==> src/rtl/conv_axi_pkg.sv <==
// Shared definitions for the conv_bram AXI4-Lite control slave:
// register map, bit positions, response codes and FSM encodings.
package conv_axi_pkg;

  localparam int unsigned REG_CTRL_OFS   = 32'h0000_0000;
  localparam int unsigned REG_STATUS_OFS = 32'h0000_0004;
  localparam int unsigned REG_CYCLES_OFS = 32'h0000_0008;

  localparam int unsigned REG_CTRL_IDX   = REG_CTRL_OFS / 32'd4;
  localparam int unsigned REG_STATUS_IDX = REG_STATUS_OFS / 32'd4;
  localparam int unsigned REG_CYCLES_IDX = REG_CYCLES_OFS / 32'd4;

  localparam int unsigned CTRL_START_BIT   = 32'd0;
  localparam int unsigned CTRL_IRQ_EN_BIT  = 32'd1;
  localparam int unsigned STATUS_BUSY_BIT  = 32'd0;
  localparam int unsigned STATUS_DONE_BIT  = 32'd1;

  localparam logic [1:0] RESP_OKAY   = 2'b00;
  localparam logic [1:0] RESP_SLVERR = 2'b10;

  typedef enum logic {
    W_IDLE = 1'b0,
    W_RESP = 1'b1
  } wr_state_e;

  typedef enum logic [1:0] {
    R_IDLE = 2'b00,
    R_WAIT = 2'b01,
    R_DATA = 2'b10
  } rd_state_e;

  // Cycle counter increment that sticks at all-ones instead of wrapping.
  function automatic logic [31:0] sat_inc32(input logic [31:0] v);
    return (v == 32'hFFFF_FFFF) ? v : (v + 32'd1);
  endfunction

endpackage

==> src/rtl/conv_axi_regs.sv <==
// CTRL/STATUS/CYCLES register block: start pulse generation, core done
// edge detection, busy/done tracking and interrupt level.
module conv_axi_regs
  import conv_axi_pkg::*;
#(
  parameter int unsigned AXI_ADDR_BW = 8
) (
  input  logic                   clk_i,
  input  logic                   rst_ni,
  input  logic                   wr_en_i,
  input  logic [AXI_ADDR_BW-1:0] wr_idx_i,
  input  logic [31:0]            wr_data_i,
  output logic                   wr_err_o,
  input  logic [AXI_ADDR_BW-1:0] rd_idx_i,
  output logic [31:0]            rd_data_o,
  input  logic                   done_i,
  output logic                   busy_o,
  output logic                   w_done_o,
  output logic                   irq_o
);

  logic        busy_q, busy_d;
  logic        done_q, done_d;
  logic        irq_en_q, irq_en_d;
  logic        w_done_q, w_done_d;
  logic        irq_q, irq_d;
  logic        done_prev_q;
  logic [31:0] cycles_q, cycles_d;

  logic wr_ctrl_s, wr_status_s, start_req_s, start_s, rise_s;
  logic unused_s;

  assign unused_s = ^wr_data_i[31:2];

  always_comb begin
    wr_ctrl_s   = wr_en_i && (wr_idx_i == AXI_ADDR_BW'(REG_CTRL_IDX));
    wr_status_s = wr_en_i && (wr_idx_i == AXI_ADDR_BW'(REG_STATUS_IDX));
    start_req_s = wr_ctrl_s && wr_data_i[CTRL_START_BIT];
    start_s     = start_req_s && !busy_q;
    wr_err_o    = start_req_s && busy_q;
    rise_s      = done_i && !done_prev_q && busy_q;

    busy_d   = busy_q;
    done_d   = done_q;
    irq_en_d = irq_en_q;
    cycles_d = cycles_q;

    // A rejected START write leaves the whole CTRL register untouched.
    if (wr_ctrl_s && !wr_err_o) begin
      irq_en_d = wr_data_i[CTRL_IRQ_EN_BIT];
    end else begin
      irq_en_d = irq_en_q;
    end

    if (start_s) begin
      busy_d   = 1'b1;
      done_d   = 1'b0;
      cycles_d = 32'd0;
    end else if (rise_s) begin
      busy_d   = 1'b0;
      done_d   = 1'b1;
      cycles_d = sat_inc32(cycles_q);
    end else begin
      busy_d = busy_q;
      if (busy_q) begin
        cycles_d = sat_inc32(cycles_q);
      end else begin
        cycles_d = cycles_q;
      end
      if (wr_status_s && wr_data_i[STATUS_DONE_BIT]) begin
        done_d = 1'b0;
      end else begin
        done_d = done_q;
      end
    end

    w_done_d = start_s;
    irq_d    = done_d && irq_en_d;
  end

  always_comb begin
    rd_data_o = 32'd0;
    if (rd_idx_i == AXI_ADDR_BW'(REG_CTRL_IDX)) begin
      rd_data_o[CTRL_IRQ_EN_BIT] = irq_en_q;
    end else if (rd_idx_i == AXI_ADDR_BW'(REG_STATUS_IDX)) begin
      rd_data_o[STATUS_BUSY_BIT] = busy_q;
      rd_data_o[STATUS_DONE_BIT] = done_q;
    end else if (rd_idx_i == AXI_ADDR_BW'(REG_CYCLES_IDX)) begin
      rd_data_o = cycles_q;
    end else begin
      rd_data_o = 32'd0;
    end
  end

  always_ff @(posedge clk_i or negedge rst_ni) begin
    if (!rst_ni) begin
      busy_q      <= 1'b0;
      done_q      <= 1'b0;
      irq_en_q    <= 1'b0;
      w_done_q    <= 1'b0;
      irq_q       <= 1'b0;
      done_prev_q <= 1'b0;
      cycles_q    <= 32'd0;
    end else begin
      busy_q      <= busy_d;
      done_q      <= done_d;
      irq_en_q    <= irq_en_d;
      w_done_q    <= w_done_d;
      irq_q       <= irq_d;
      done_prev_q <= done_i;
      cycles_q    <= cycles_d;
    end
  end

  assign busy_o   = busy_q;
  assign w_done_o = w_done_q;
  assign irq_o    = irq_q;

endmodule

==> src/rtl/conv_axi_ctrl.sv <==
// AXI4-Lite slave in front of the conv_bram core: register window plus a
// memory window onto the host BRAM port, with write-over-read arbitration.
module conv_axi_ctrl
  import conv_axi_pkg::*;
#(
  parameter int unsigned AXI_ADDR_BW = 8,
  parameter int unsigned AXI_DATA_BW = 32,
  parameter int unsigned S_ADDR_BW   = AXI_ADDR_BW + 3
) (
  input  logic                     ACLK,
  input  logic                     ARESETn,
  input  logic [S_ADDR_BW-1:0]     S_AWADDR,
  input  logic                     S_AWVALID,
  output logic                     S_AWREADY,
  input  logic [AXI_DATA_BW-1:0]   S_WDATA,
  input  logic [AXI_DATA_BW/8-1:0] S_WSTRB,
  input  logic                     S_WVALID,
  output logic                     S_WREADY,
  output logic [1:0]               S_BRESP,
  output logic                     S_BVALID,
  input  logic                     S_BREADY,
  input  logic [S_ADDR_BW-1:0]     S_ARADDR,
  input  logic                     S_ARVALID,
  output logic                     S_ARREADY,
  output logic [AXI_DATA_BW-1:0]   S_RDATA,
  output logic [1:0]               S_RRESP,
  output logic                     S_RVALID,
  input  logic                     S_RREADY,
  output logic [AXI_ADDR_BW-1:0]   o_bram_addr,
  output logic                     o_bram_en,
  output logic [AXI_DATA_BW/8-1:0] o_bram_we,
  output logic [AXI_DATA_BW-1:0]   o_bram_wdata,
  input  logic [AXI_DATA_BW-1:0]   i_bram_rdata,
  output logic                     o_w_done,
  input  logic                     i_done,
  output logic                     o_irq
);

  wr_state_e                w_state_q;
  logic                     awready_q, bvalid_q;
  logic [1:0]               bresp_q;
  logic                     wr_bram_q, wr_err_q;
  logic [AXI_ADDR_BW-1:0]   wr_idx_q;
  logic [AXI_DATA_BW-1:0]   wr_data_q;

  rd_state_e                r_state_q;
  logic                     arready_q, rvalid_q;
  logic [1:0]               rresp_q;
  logic [AXI_DATA_BW-1:0]   rdata_q;
  logic                     rd_bram_q, rd_err_q;
  logic [AXI_ADDR_BW-1:0]   rd_idx_q;

  logic                     bram_en_q;
  logic [AXI_DATA_BW/8-1:0] bram_we_q;
  logic [AXI_ADDR_BW-1:0]   bram_addr_q;
  logic [AXI_DATA_BW-1:0]   bram_wdata_q;

  logic                     aw_bram_s, ar_bram_s, w_start_s, r_start_s;
  logic [AXI_ADDR_BW-1:0]   aw_idx_s, ar_idx_s;
  logic                     reg_wr_en_s, reg_wr_err_s, busy_s;
  logic [31:0]              reg_rdata_s;
  logic                     unused_s;

  assign unused_s = ^{S_AWADDR[1:0], S_ARADDR[1:0]};

  // A write request seen this cycle claims the BRAM port for next cycle,
  // so a read request in the same cycle waits.
  always_comb begin
    aw_bram_s   = S_AWADDR[S_ADDR_BW-1];
    ar_bram_s   = S_ARADDR[S_ADDR_BW-1];
    aw_idx_s    = S_AWADDR[AXI_ADDR_BW+1:2];
    ar_idx_s    = S_ARADDR[AXI_ADDR_BW+1:2];
    w_start_s   = (w_state_q == W_IDLE) && !awready_q && !bvalid_q &&
                  S_AWVALID && S_WVALID;
    r_start_s   = (r_state_q == R_IDLE) && !arready_q && S_ARVALID && !w_start_s;
    reg_wr_en_s = awready_q && !wr_bram_q;
  end

  conv_axi_regs #(
    .AXI_ADDR_BW (AXI_ADDR_BW)
  ) u_regs (
    .clk_i     (ACLK),
    .rst_ni    (ARESETn),
    .wr_en_i   (reg_wr_en_s),
    .wr_idx_i  (wr_idx_q),
    .wr_data_i (wr_data_q),
    .wr_err_o  (reg_wr_err_s),
    .rd_idx_i  (rd_idx_q),
    .rd_data_o (reg_rdata_s),
    .done_i    (i_done),
    .busy_o    (busy_s),
    .w_done_o  (o_w_done),
    .irq_o     (o_irq)
  );

  always_ff @(posedge ACLK or negedge ARESETn) begin
    if (!ARESETn) begin
      w_state_q <= W_IDLE;
      awready_q <= 1'b0;
      bvalid_q  <= 1'b0;
      bresp_q   <= RESP_OKAY;
      wr_bram_q <= 1'b0;
      wr_err_q  <= 1'b0;
      wr_idx_q  <= '0;
      wr_data_q <= '0;
    end else begin
      case (w_state_q)
        W_IDLE: begin
          if (awready_q) begin
            awready_q <= 1'b0;
            bvalid_q  <= 1'b1;
            bresp_q   <= (wr_bram_q ? wr_err_q : reg_wr_err_s) ? RESP_SLVERR : RESP_OKAY;
            w_state_q <= W_RESP;
          end else if (w_start_s) begin
            awready_q <= 1'b1;
            wr_bram_q <= aw_bram_s;
            wr_err_q  <= aw_bram_s && busy_s;
            wr_idx_q  <= aw_idx_s;
            wr_data_q <= S_WDATA;
          end else begin
            awready_q <= 1'b0;
          end
        end
        W_RESP: begin
          if (S_BREADY) begin
            bvalid_q  <= 1'b0;
            bresp_q   <= RESP_OKAY;
            w_state_q <= W_IDLE;
          end else begin
            bvalid_q  <= 1'b1;
          end
        end
        default: begin
          awready_q <= 1'b0;
          bvalid_q  <= 1'b0;
          w_state_q <= W_IDLE;
        end
      endcase
    end
  end

  always_ff @(posedge ACLK or negedge ARESETn) begin
    if (!ARESETn) begin
      r_state_q <= R_IDLE;
      arready_q <= 1'b0;
      rvalid_q  <= 1'b0;
      rresp_q   <= RESP_OKAY;
      rdata_q   <= '0;
      rd_bram_q <= 1'b0;
      rd_err_q  <= 1'b0;
      rd_idx_q  <= '0;
    end else begin
      case (r_state_q)
        R_IDLE: begin
          if (arready_q) begin
            arready_q <= 1'b0;
            r_state_q <= R_WAIT;
          end else if (r_start_s) begin
            arready_q <= 1'b1;
            rd_bram_q <= ar_bram_s;
            rd_err_q  <= ar_bram_s && busy_s;
            rd_idx_q  <= ar_idx_s;
          end else begin
            arready_q <= 1'b0;
          end
        end
        R_WAIT: begin
          rvalid_q  <= 1'b1;
          rresp_q   <= rd_err_q ? RESP_SLVERR : RESP_OKAY;
          rdata_q   <= rd_err_q ? '0 : (rd_bram_q ? i_bram_rdata : reg_rdata_s);
          r_state_q <= R_DATA;
        end
        R_DATA: begin
          if (S_RREADY) begin
            rvalid_q  <= 1'b0;
            r_state_q <= R_IDLE;
          end else begin
            rvalid_q  <= 1'b1;
          end
        end
        default: begin
          arready_q <= 1'b0;
          rvalid_q  <= 1'b0;
          r_state_q <= R_IDLE;
        end
      endcase
    end
  end

  // BRAM accesses are refused while the core owns the memory.
  always_ff @(posedge ACLK or negedge ARESETn) begin
    if (!ARESETn) begin
      bram_en_q    <= 1'b0;
      bram_we_q    <= '0;
      bram_addr_q  <= '0;
      bram_wdata_q <= '0;
    end else if (w_start_s && aw_bram_s && !busy_s) begin
      bram_en_q    <= 1'b1;
      bram_we_q    <= S_WSTRB;
      bram_addr_q  <= aw_idx_s;
      bram_wdata_q <= S_WDATA;
    end else if (r_start_s && ar_bram_s && !busy_s) begin
      bram_en_q    <= 1'b1;
      bram_we_q    <= '0;
      bram_addr_q  <= ar_idx_s;
    end else begin
      bram_en_q    <= 1'b0;
      bram_we_q    <= '0;
    end
  end

  assign S_AWREADY    = awready_q;
  assign S_WREADY     = awready_q;
  assign S_BVALID     = bvalid_q;
  assign S_BRESP      = bresp_q;
  assign S_ARREADY    = arready_q;
  assign S_RVALID     = rvalid_q;
  assign S_RRESP      = rresp_q;
  assign S_RDATA      = rdata_q;
  assign o_bram_en    = bram_en_q;
  assign o_bram_we    = bram_we_q;
  assign o_bram_addr  = bram_addr_q;
  assign o_bram_wdata = bram_wdata_q;

endmodule

==> config.mk <==
export PLATFORM = sky130hd
export DESIGN_NAME = conv_axi_ctrl
export DESIGN_NICKNAME = d
export VERILOG_FILES = /design/src/rtl/conv_axi_pkg.sv /design/src/rtl/conv_axi_regs.sv /design/src/rtl/conv_axi_ctrl.sv
export SDC_FILE = /design/constraint.sdc
export NUM_CORES = 1
export LEC_CHECK = 0
export ABC_CLOCK_PERIOD_IN_PS = 5500
export CAP_MARGIN = 20
export CELL_PAD_IN_SITES_DETAIL_PLACEMENT = 1
export CELL_PAD_IN_SITES_GLOBAL_PLACEMENT = 2
export CORE_MARGIN = 8
export CORE_UTILIZATION = 32
export DETAILED_ROUTE_END_ITERATION = 6
export GPL_ROUTABILITY_DRIVEN = 0
export GPL_TIMING_DRIVEN = 0
export HOLD_SLACK_MARGIN = 0.15
export PLACE_DENSITY = 0.88
export SYNTH_ARGS = -nofsm -noshare
export SYNTH_HDL_FRONTEND = slang
export SYNTH_SLANG_ARGS = --single-unit
==> constraint.sdc <==
create_clock -name ACLK -period 5.5 [get_ports ACLK]
set_input_delay 0.55 -clock ACLK [delete_from_list [all_inputs] [get_ports ACLK]]
set_output_delay 0.55 -clock ACLK [all_outputs]
set_load 0.005 [all_outputs]
==> results of run 1 <==
[cells by family after synthesis]
logic type,after synthesis,share of synthesized area (%)
AOI/OAI and AO/OA,132,13.4
other,1,0.0564
muxes,55,9.08
buffers and inverters,81,5.39
xor gates and xnor gates,13,1.71
adders and majority gates,6,1.13
DFF,146,55.0
and+or+nand+nor,185,14.2
[state kept, by name, summed over array words and instances (netlist names), 2 cells and up]
name	cells
wr_data_q	2
o_bram_addr	8
S_RDATA	32
u_regs.cycles_q	32
o_bram_we	4
rd_idx_q	8
wr_idx_q	8
o_bram_wdata	32
r_state_q	2
[power breakdown]
| part | total, W | leakage, nW | switching [W] | internal (W) |
|---|---|---|---|---|
| logic | 0.00140 | 1.74 | 0.000613 | 0.000782 |
| registers | 0.00162 | 1.89 | 0.000211 | 0.00141 |
| clock network | 0.00116 | 0.266 | 0.000486 | 0.000673 |
| total | 0.00417 | 3.89 | 0.00131 | 0.00286 |
[final timing paths]
| kind | from | endpoint | depth (start not counted) |
|---|---|---|---|
| setup / recovery | r_state_q[0]$_DFFE_PN0P_ | o_bram_addr[7]$_DFFE_PN0P_ | 8 |
| hold / removal | wr_idx_q[5]$_DFFE_PN0P_ | wr_idx_q[5]$_DFFE_PN0P_ | 2 |
| max in group asynchronous | ARESETn | o_bram_wdata[26]$_DFFE_PN0P_ | 3 |
| setup reg to reg | r_state_q[0]$_DFFE_PN0P_ | o_bram_addr[7]$_DFFE_PN0P_ | 8 |
| hold reg to reg | wr_idx_q[5]$_DFFE_PN0P_ | wr_idx_q[5]$_DFFE_PN0P_ | 2 |
| min in group asynchronous | ARESETn | S_RDATA[25]$_DFFE_PN0N_ | 2 |
[worst max-delay path: stages, from the launching register on]
cell       delay (ps)
dfrtp_1           400
inv_1             130
ha_1              200
nor2b_1           270
o2111ai_1         190
a21oi_1           660
buf_2             350
nor2_1             60
a21oi_1           100
[metrics by stage]
stage / util (%) / power, W / std cells
after global routing: 46.3 / 0.00446 / 1103
final: 46.3 / 0.00417 / 1103
after floorplan: - / 0.00224 / 620
after detailed placement: 43.4 / 0.00306 / 1070
after global placement: 43.2 / 0.00301 / 1069
after CTS: 46.3 / 0.00424 / 1103
[routing by layer]
layer  vias up  routed length, um
li1       2610                  -
met1      2713               8330
met2       151               9820
met3        15               1970
met4         2                280
met5         -                 13
[area by class of cell]
class	instances	area, sq um	area share [%]
multi-input combinational	393	2640	28.1
inverter	40	155	1.65
sequential	146	3650	38.9
clock inverter	14	154	1.64
timing repair buffer	181	1830	19.5
clock buffer	18	429	4.57
buffer	41	203	2.16
tap	270	338	3.59
[cells in the mapped netlist (3+ instances only)]
cell | instances | area, sq um
dfrtp_1 | 146 | 3650
nand2_1 | 64 | 240
mux2_2 | 42 | 473
inv_1 | 39 | 146
o22ai_1 | 32 | 200
a22oi_1 | 31 | 233
nor2_1 | 29 | 109
a21oi_1 | 24 | 120
clkbuf_1 | 18 | 67.6
o21ai_0 | 17 | 85.1
nand3_1 | 14 | 70.1
mux2i_1 | 13 | 130
xnor2_1 | 13 | 114
and3_1 | 12 | 75.1
buf_2 | 12 | 60.1
nand4_1 | 11 | 68.8
or3_1 | 11 | 68.8
and2_1 | 7 | 43.8
and4_1 | 6 | 52.6
ha_1 | 6 | 75.1
nor3_1 | 6 | 30.0
a2111oi_2 | 5 | 75.1
buf_1 | 5 | 18.8
nor4_1 | 5 | 31.3
a211oi_1 | 4 | 30.0
o31ai_1 | 4 | 30.0
a31oi_1 | 3 | 18.8
buf_4 | 3 | 22.5
buf_6 | 3 | 33.8
nor2b_1 | 3 | 18.8
o211ai_1 | 3 | 22.5
or4_1 | 3 | 22.5
[what timing repair did]
action | CTS | global route
hold endpoints to repair | 54 | 0
resized for setup | 0 | 0
hold buffers | 1 | 0
==> out/metrics.cfg, run 1 <==
[yosys]
synth_warnings=0
synth_cell_type_count=53
ys_ff_latch=146
synth_area_per_cell_sq_um=10.7
postSynth.asyncResetShare_pct=100
synth_area_sq_mm=0.00665
ys.flop_type=dfrtp_1
ys_seq_area_share_pct=55.0
synthCells=619
synth_edf_count=0

[global_routing]
antenna_found_initial=1
use_met1_pct=18.5
grt_pass1_vias=6216
grt_pass1_wl_um=33600
grt_overflow_total=0
grt_max_degree=87
use_met3_pct=8.12
use_met2_pct=26.6
grt.total_usage_pct=16.3
top_usage_layer=met2

[clock_network]
clock_sinks=146
clock-root-buffer=clkbuf_16
clk_pin_slew_ps=60
cts.path.max_buffers=2
cts_setup_buffers=0
cts-buffers-inserted=17
cts_tree=built
cts_max_level=4
clock_latency_ps=420

[critical_path]
crit_path_start_kind=register
rrSetupSlack_ps=3060
arrival_ps=2790
critPathCaptureType=register
cp_max_fo=10
critPathKind=register to register
worstPathRequired_ps=5850

[run_status]
status=finished, final reports clean

[detailed_routing]
routed_wl_um=20400
dr.pass1.iters=4
first_iter_violations=284
vias_per_cell=4.98
wl_per_cell_um=18.5
vias=5491
drc_errors=0
ant_nets=0

[final_layout]
final_common_cell=clkdlybuf4s50_1
area_growth_pct=41.5
final_layout_size_suffix_gt1_share_pct=13.1
diodes=0
fillers=2272
design_area_sq_mm=0.00940
layout_common_cells=178 x clkdlybuf4s50_1, 146 x dfrtp_1, 64 x nand2_1
layout.nets=924

[sta]
max_freq_mhz=409
skew_ps=7.78
period_share_pct=44.4
rsz0062_at_grt=no
report.final.slew_viol_count=0
hold_slack_ps=463
max_slew_margin_pct=48.9
setup_viol=0
fin_setup_tns_ps=0
max_slew.worst_pin.slew_ps=767
finalWorstSetupSlack_ps=3060
final-hold-violation-count=0
period_needed_ps=2440

[placed_design]
dpl.hpwl_um=15100
dp_slack_ps=2950
port_buffers=179
dpl_cell_area_sq_mm=0.00881

[floorplan]
pin_count=186
die_area_sq_mm=0.0256
start_util_pct=32.7
die_w_um=160
core_area_sq_mm=0.0203
die_h_um=160
rows=52

[power]
vdd_ir_drop_max_v=0.000232
leakagePower_nw=3.89
power_density_mw_per_mm2=444

[worst_hold_path]
min_path_type=register to register

[run]
maxCapViolCount=0

(Power assumes the default switching activity.)
==> run 2, diff against run 1 <==
--- a/config.mk
+++ b/config.mk
@@ -5,17 +5,17 @@
 export SDC_FILE = /design/constraint.sdc
 export NUM_CORES = 1
 export LEC_CHECK = 0
-export ABC_CLOCK_PERIOD_IN_PS = 5500
+export ABC_CLOCK_PERIOD_IN_PS = 2500
 export CAP_MARGIN = 20
 export CELL_PAD_IN_SITES_DETAIL_PLACEMENT = 1
 export CELL_PAD_IN_SITES_GLOBAL_PLACEMENT = 2
 export CORE_MARGIN = 8
-export CORE_UTILIZATION = 32
+export CORE_UTILIZATION = 30
 export DETAILED_ROUTE_END_ITERATION = 6
 export GPL_ROUTABILITY_DRIVEN = 0
 export GPL_TIMING_DRIVEN = 0
 export HOLD_SLACK_MARGIN = 0.15
-export PLACE_DENSITY = 0.88
+export PLACE_DENSITY = 0.83
 export SYNTH_ARGS = -nofsm -noshare
 export SYNTH_HDL_FRONTEND = slang
 export SYNTH_SLANG_ARGS = --single-unit
==> constraint.sdc (replaced) <==
create_clock -name ACLK -period 2.5 [get_ports ACLK]
set_input_delay 0.25 -clock ACLK [delete_from_list [all_inputs] [get_ports ACLK]]
set_output_delay 0.25 -clock ACLK [all_outputs]
set_load 0.005 [all_outputs]
==> run 2 against run 1 <==
Against the previous run:
- sequential power is 120% higher
- power is 120% higher
- count of clock-buffer cells in the layout stayed put
- global-route usage is 0.63 points lower
- register-to-register slack worse by 2900 ps
- utilization is 2.8 points lower
==> out/metrics.cfg, run 2 (synthesis results as in run 1) <==
[clock_network]
cts_tree=built
clock-root-buffer=clkbuf_16
cts_max_level=4  ; unchanged
cts_setup_buffers=0  ; unchanged
clk_pin_slew_ps=60  ; about the same
clock_latency_ps=420  ; about the same
cts-buffers-inserted=17  ; unchanged
clock_sinks=146  ; unchanged
cts.path.max_buffers=2  ; unchanged

[global_routing]
grt_overflow_total=0  ; unchanged
grt_pass1_vias=6109  ; -1.7%
antenna_found_initial=1  ; unchanged
grt_pass1_wl_um=33300  ; -0.97%
grt.total_usage_pct=15.6  ; -0.63 points
grt_max_degree=78  ; -10%

[detailed_routing]
ant_nets=0  ; unchanged
dr_wl_met2_um=9550  ; -2.7%
dr.max_layer_used=met5
dr.pass1.iters=4  ; unchanged
vias_per_cell=4.92  ; -1.2%
drc_errors=0  ; unchanged
routed_wl_um=20600  ; +0.99%
vias=5463  ; -0.51%
dr_wl_met3_um=2260  ; +15%
met1Wirelength_um=8550  ; +2.6%
wl_per_cell_um=18.6  ; +0.27%
first_iter_violations=245  ; -14%

[floorplan]
rows=54  ; +3.8%
die_h_um=165  ; +3.0%
die_area_sq_mm=0.0272  ; +6.0%
start_util_pct=30.5  ; -2.2 points
core_area_sq_mm=0.0218  ; +7.2%
pin_count=186  ; unchanged
die_w_um=165  ; +3.0%

[worst_hold_path]
min_path_type=input port to register
whs_path_depth=1  ; -1

[final_layout]
utilization_pct=43.5  ; -2.8 points
area_growth_pct=42.3
final_common_cell=clkdlybuf4s50_1
instances_no_fill=1111  ; +0.73%
fillers=2433  ; +7.1%
design_area_sq_mm=0.00946  ; +0.60%
layout_common_cells=178 x clkdlybuf4s50_1, 146 x dfrtp_1, 64 x nand2_1
diodes=0  ; unchanged
final_layout_size_suffix_gt1_share_pct=13.1  ; +0.031 points
layout.nets=924  ; unchanged

[power]
p_seq_share_pct=38.0  ; -0.8 points
power_density_mw_per_mm2=990  ; +120%
leakagePower_nw=3.92  ; +0.64%
p_sw_w=0.00287  ; +120%
sw_frac_of_total_pct=30.7  ; -0.73 points
internal_power_w=0.00649  ; +130%
pwr-share-clk_pct=29.0  ; +1.2 points
vdd_ir_drop_max_v=0.000507  ; +120%
pwr-share-comb_pct=33.0  ; -0.4 points

[sta]
period_needed_ps=2320  ; -121 ps
report.final.slew_viol_count=0  ; unchanged
skew_ps=11.5  ; +3.76 ps
rsz0062_at_grt=no
setup_viol=0  ; unchanged
period_share_pct=92.9  ; +48 points
max_slew_margin_pct=53.8  ; +5.0 points
fin_setup_tns_ps=0  ; unchanged
hold_slack_ps=325  ; -138 ps
max_slew.worst_pin.slew_ps=693  ; -74.3 ps
final-hold-violation-count=0  ; unchanged
max_freq_mhz=430  ; +5.2%

[critical_path]
worstPathRequired_ps=2840  ; -3010 ps
arrival_ps=2660  ; -130 ps
critPathKind=register to register
cp_max_fo=8  ; -2
critPathCaptureType=register
crit_path_start_kind=register
reg2reg_depth=7  ; -1

[placed_design]
dpl.hpwl_um=15400  ; +1.8%
dp_cells=1080  ; +0.93%
dpl_cell_area_sq_mm=0.00882  ; +0.14%
port_buffers=179  ; unchanged

[run]
maxCapViolCount=0  ; unchanged

[run_status]
status=finished, final reports clean

==> run 2: cell count changes in the layout (fill, tap and decap cells not counted) <==
cell        delta
nor4b_1        -1
inv_6          -1
nor2_4         +1
nor2_2         -1
bufinv_16      +2
clkinvlp_4     -3
a21oi_1        -1
nor4b_2        +1
a21oi_2        +1
==> run 2: area by class of cell <==
class	instances	area, sq um	area share, %
clock inverters	12	183	1.93
repair buffers	181	1830	19.4
well taps	280	350	3.70
clock buffers	18	429	4.54
multi-input cells	393	2650	28.0
flip-flops and latches	146	3650	38.6
inverters	40	155	1.64
plain buffers	41	203	2.14
==> run 2: what timing repair did <==
action,CTS,global route
hold buffers,1,0
resized for setup,1,2
gates cloned,0,0
setup endpoints to repair,8,31
endpoints found under the hold margin,69,0
==> run 2: worst max-delay path, cell delays in order, from the launching register on <==
cell and delay (ps):
dfrtp_1 450, ha_1 230, and3_1 150, clkbuf_1 270
nand4_2 310, o21bai_1 320, or3_1 380, a21oi_1 140
==> run 2: per-layer routing <==
layer	track usage [%]	vias up
met5	0	-
met4	4.38	2
met3	8.20	20
met2	24.8	156
met1	18.2	2685
li1	-	2600
==> run 2: path summary, 6_finish.rpt <==
path,from,end,slack (ps)
worst max-delay path,u_regs.cycles_q[0]$_DFFE_PN0P_,u_regs.cycles_q[18]$_DFFE_PN0P_,180
worst min-delay path,i_done,u_regs.done_prev_q$_DFF_PN0_,320
worst max register to register,u_regs.cycles_q[0]$_DFFE_PN0P_,u_regs.cycles_q[18]$_DFFE_PN0P_,180
worst min register to register,wr_idx_q[2]$_DFFE_PN0P_,wr_idx_q[2]$_DFFE_PN0P_,470
max in group asynchronous,ARESETn,u_regs.irq_en_q$_DFF_PN0_,1200
min in group asynchronous,ARESETn,S_RDATA[25]$_DFFE_PN0N_,440
==> run 2: metrics by stage <==
step / setup slack (ps) / total power (W)
final: 177 / 0.00936
after global routing: 1.86 / 0.00998
after CTS: 86.4 / 0.00953
after detailed placement: -21.1 / 0.00674
after global placement: -5180 / 0.00666
after floorplan: 535 / 0.00493
==> run 2: power by group through the flow <==
stage | logic [W] | clock network [W] | registers (W)
floorplan | 0.00137 | 0 | 0.00355
global route | 0.00343 | 0.00288 | 0.00367
CTS | 0.00317 | 0.00279 | 0.00357
detailed placement | 0.00314 | 0 | 0.00360
global placement | 0.00308 | 0 | 0.00358
finish | 0.00309 | 0.00271 | 0.00356
==> run 3, diff against run 2 <==
--- a/config.mk
+++ b/config.mk
@@ -16,6 +16,7 @@
 export GPL_TIMING_DRIVEN = 0
 export HOLD_SLACK_MARGIN = 0.15
 export PLACE_DENSITY = 0.83
+export SLEW_MARGIN = 10
 export SYNTH_ARGS = -nofsm -noshare
 export SYNTH_HDL_FRONTEND = slang
 export SYNTH_SLANG_ARGS = --single-unit
==> run 3 against run 2 <==
Against the previous run:
- worst hold slack is essentially flat
- utilization is essentially flat
- setup slack is essentially flat
- cell count is the same
- critical endpoint unchanged
==> out/metrics.cfg, run 3 (synthesis results as in run 1) <==
[run_status]
status=finished, final reports clean

[floorplan]
rows=54  ; unchanged
die_area_sq_mm=0.0272  ; unchanged
start_util_pct=30.5  ; unchanged
die_h_um=165  ; unchanged
pin_count=186  ; unchanged
die_w_um=165  ; unchanged
core_area_sq_mm=0.0218  ; unchanged

[critical_path]
cp_slowest_stage_delay_ps=450  ; about the same
crit_path_start_kind=register
critPathKind=register to register
critPathBufInv=1  ; unchanged
critPathCaptureType=register
critPathTopFamily=simple AND/OR/NAND/NOR gates
worstPathRequired_ps=2840  ; about the same
arrival_ps=2660  ; about the same
slowest_stage=dfrtp_1
cp_max_fo=8  ; unchanged
path_cells=ha_1, and3_1, clkbuf_1, nand4_2, o21bai_1, or3_1, a21oi_1

[final_layout]
final_common_cell=clkdlybuf4s50_1
final_layout_size_suffix_gt1_share_pct=13.1  ; unchanged
layout.nets=924  ; unchanged
fillers=2436  ; +0.12%
multi_input_area_sq_mm=0.00265  ; unchanged
seq_area_sq_mm=0.00365  ; unchanged
area_growth_pct=42.4  ; about the same
layout_common_cells=178 x clkdlybuf4s50_1, 146 x dfrtp_1, 64 x nand2_1
diodes=0  ; unchanged

[power]
pwr-share-clk_pct=28.9  ; about the same
power_density_mw_per_mm2=990  ; about the same
p_sw_w=0.00287  ; about the same
p_seq_share_pct=38.0  ; about the same
sw_frac_of_total_pct=30.7  ; about the same
vdd_ir_drop_max_v=0.000506  ; about the same
internal_power_w=0.00649  ; about the same
pwr-share-comb_pct=33.0  ; about the same
leakagePower_nw=3.92  ; about the same

[global_routing]
grt_pass1_wl_um=33300  ; about the same
antenna_found_initial=1  ; unchanged
grt_pass1_vias=6122  ; +0.21%
grt_max_degree=78  ; unchanged
grt_overflow_total=0  ; unchanged
grt.total_usage_pct=15.7  ; +0.016 points

[clock_network]
cts_max_level=4  ; unchanged
clock-root-buffer=clkbuf_16
clock_sinks=146  ; unchanged
cts_tree=built
cts.path.max_buffers=2  ; unchanged
clk_pin_slew_ps=60  ; about the same
clock_latency_ps=420  ; about the same
cts-buffers-inserted=17  ; unchanged

[detailed_routing]
dr_wl_met3_um=2240  ; -0.75%
wl_per_cell_um=18.6  ; +0.19%
vias=5465  ; +0.037%
vias_per_cell=4.92  ; about the same
first_iter_violations=241  ; -1.6%
ant_nets=0  ; unchanged
dr.pass1.iters=4  ; unchanged
met1Wirelength_um=8620  ; +0.76%
dr.max_layer_used=met5
drc_errors=0  ; unchanged
routed_wl_um=20700  ; +0.19%
dr_wl_met2_um=9540  ; about the same

[sta]
setup_viol=0  ; unchanged
hold_slack_ps=325  ; +0.193 ps
max_freq_mhz=431  ; about the same
period_needed_ps=2320  ; -0.168 ps
max_slew.worst_pin.slew_ps=578  ; -114 ps
final-hold-violation-count=0  ; unchanged
period_share_pct=92.9  ; about the same
skew_ps=11.5  ; -0.0215 ps
finalWorstSetupSlack_ps=177  ; +0.168 ps
fin_setup_tns_ps=0  ; unchanged
max_slew_margin_pct=61.4  ; +7.6 points
rsz0062_at_grt=no
report.final.slew_viol_count=0  ; unchanged

[placed_design]
dp_slack_ps=-21.1  ; +0.000900 ps
dpl.hpwl_um=15400  ; about the same
port_buffers=179  ; unchanged

[worst_hold_path]
min_path_type=input port to register

[run]
maxCapViolCount=0  ; unchanged

## run 3: cell counts in the layout (fill, tap and decap cells not counted)
Identical to the previous run, type by type.
## run 3: path summary, 6_finish.rpt
kind / startpoint / endpoint / slack (ps) / cells after the start
setup / recovery: u_regs.cycles_q[0]$_DFFE_PN0P_ / u_regs.cycles_q[18]$_DFFE_PN0P_ / 180 / 7
hold / removal: i_done / u_regs.done_prev_q$_DFF_PN0_ / 330 / 1
setup reg to reg: u_regs.cycles_q[0]$_DFFE_PN0P_ / u_regs.cycles_q[18]$_DFFE_PN0P_ / 180 / 7
hold reg to reg: wr_idx_q[2]$_DFFE_PN0P_ / wr_idx_q[2]$_DFFE_PN0P_ / 470 / 2
max in group asynchronous: ARESETn / u_regs.irq_en_q$_DFF_PN0_ / 1280 / 3
min in group asynchronous: ARESETn / S_RDATA[25]$_DFFE_PN0N_ / 410 / 2
## run 3: power by group through the flow
stage	registers, W	logic, W	clock network [W]
floorplan	0.00355	0.00137	0
global placement	0.00358	0.00308	0
detailed placement	0.00360	0.00314	0
CTS	0.00357	0.00317	0.00279
global route	0.00366	0.00343	0.00288
finish	0.00356	0.00309	0.00271
## run 3: worst reg2reg max path: stages (launching register included)
cell,delay (ps)
dfrtp_1,450
ha_1,230
and3_1,150
clkbuf_1,270
nand4_2,310
o21bai_1,330
or3_1,370
a21oi_1,140
## run 3: final cells by class
cell class,count,area share (%)
Sequential cell,146,38.6
Multi-Input combinational cell,393,28.0
Timing Repair Buffer,181,19.4
Clock buffer,18,4.54
Tap cell,280,3.70
Buffer,41,2.14
Clock inverter,12,1.93
Inverter,40,1.64
## run 3: routing by layer
| metal | track usage (%) | up-vias |
|---|---|---|
| met5 | 0 | - |
| met4 | 4.38 | 2 |
| li1 | - | 2601 |
| met1 | 18.2 | 2689 |
| met2 | 24.9 | 153 |
| met3 | 8.20 | 20 |
## run 3: metrics by stage
step	util, %	power (W)	std cells	instance area, sq um
floorplan	-	0.00493	620	6650
global placement	40.4	0.00666	1079	8790
detailed placement	40.6	0.00674	1080	8820
CTS	43.4	0.00953	1111	9450
global route	43.5	0.00998	1111	9460
finish	43.5	0.00936	1111	9460
## run 3: repair_timing
| item | CTS | global route |
|---|---|---|
| pin swaps | 0 | 0 |
| gates resized for setup | 1 | 2 |
| hold endpoints to repair | 69 | 0 |
| buffers inserted | 0 | 0 |
| setup endpoints to repair | 8 | 31 |
| hold buffers | 1 | 0 |
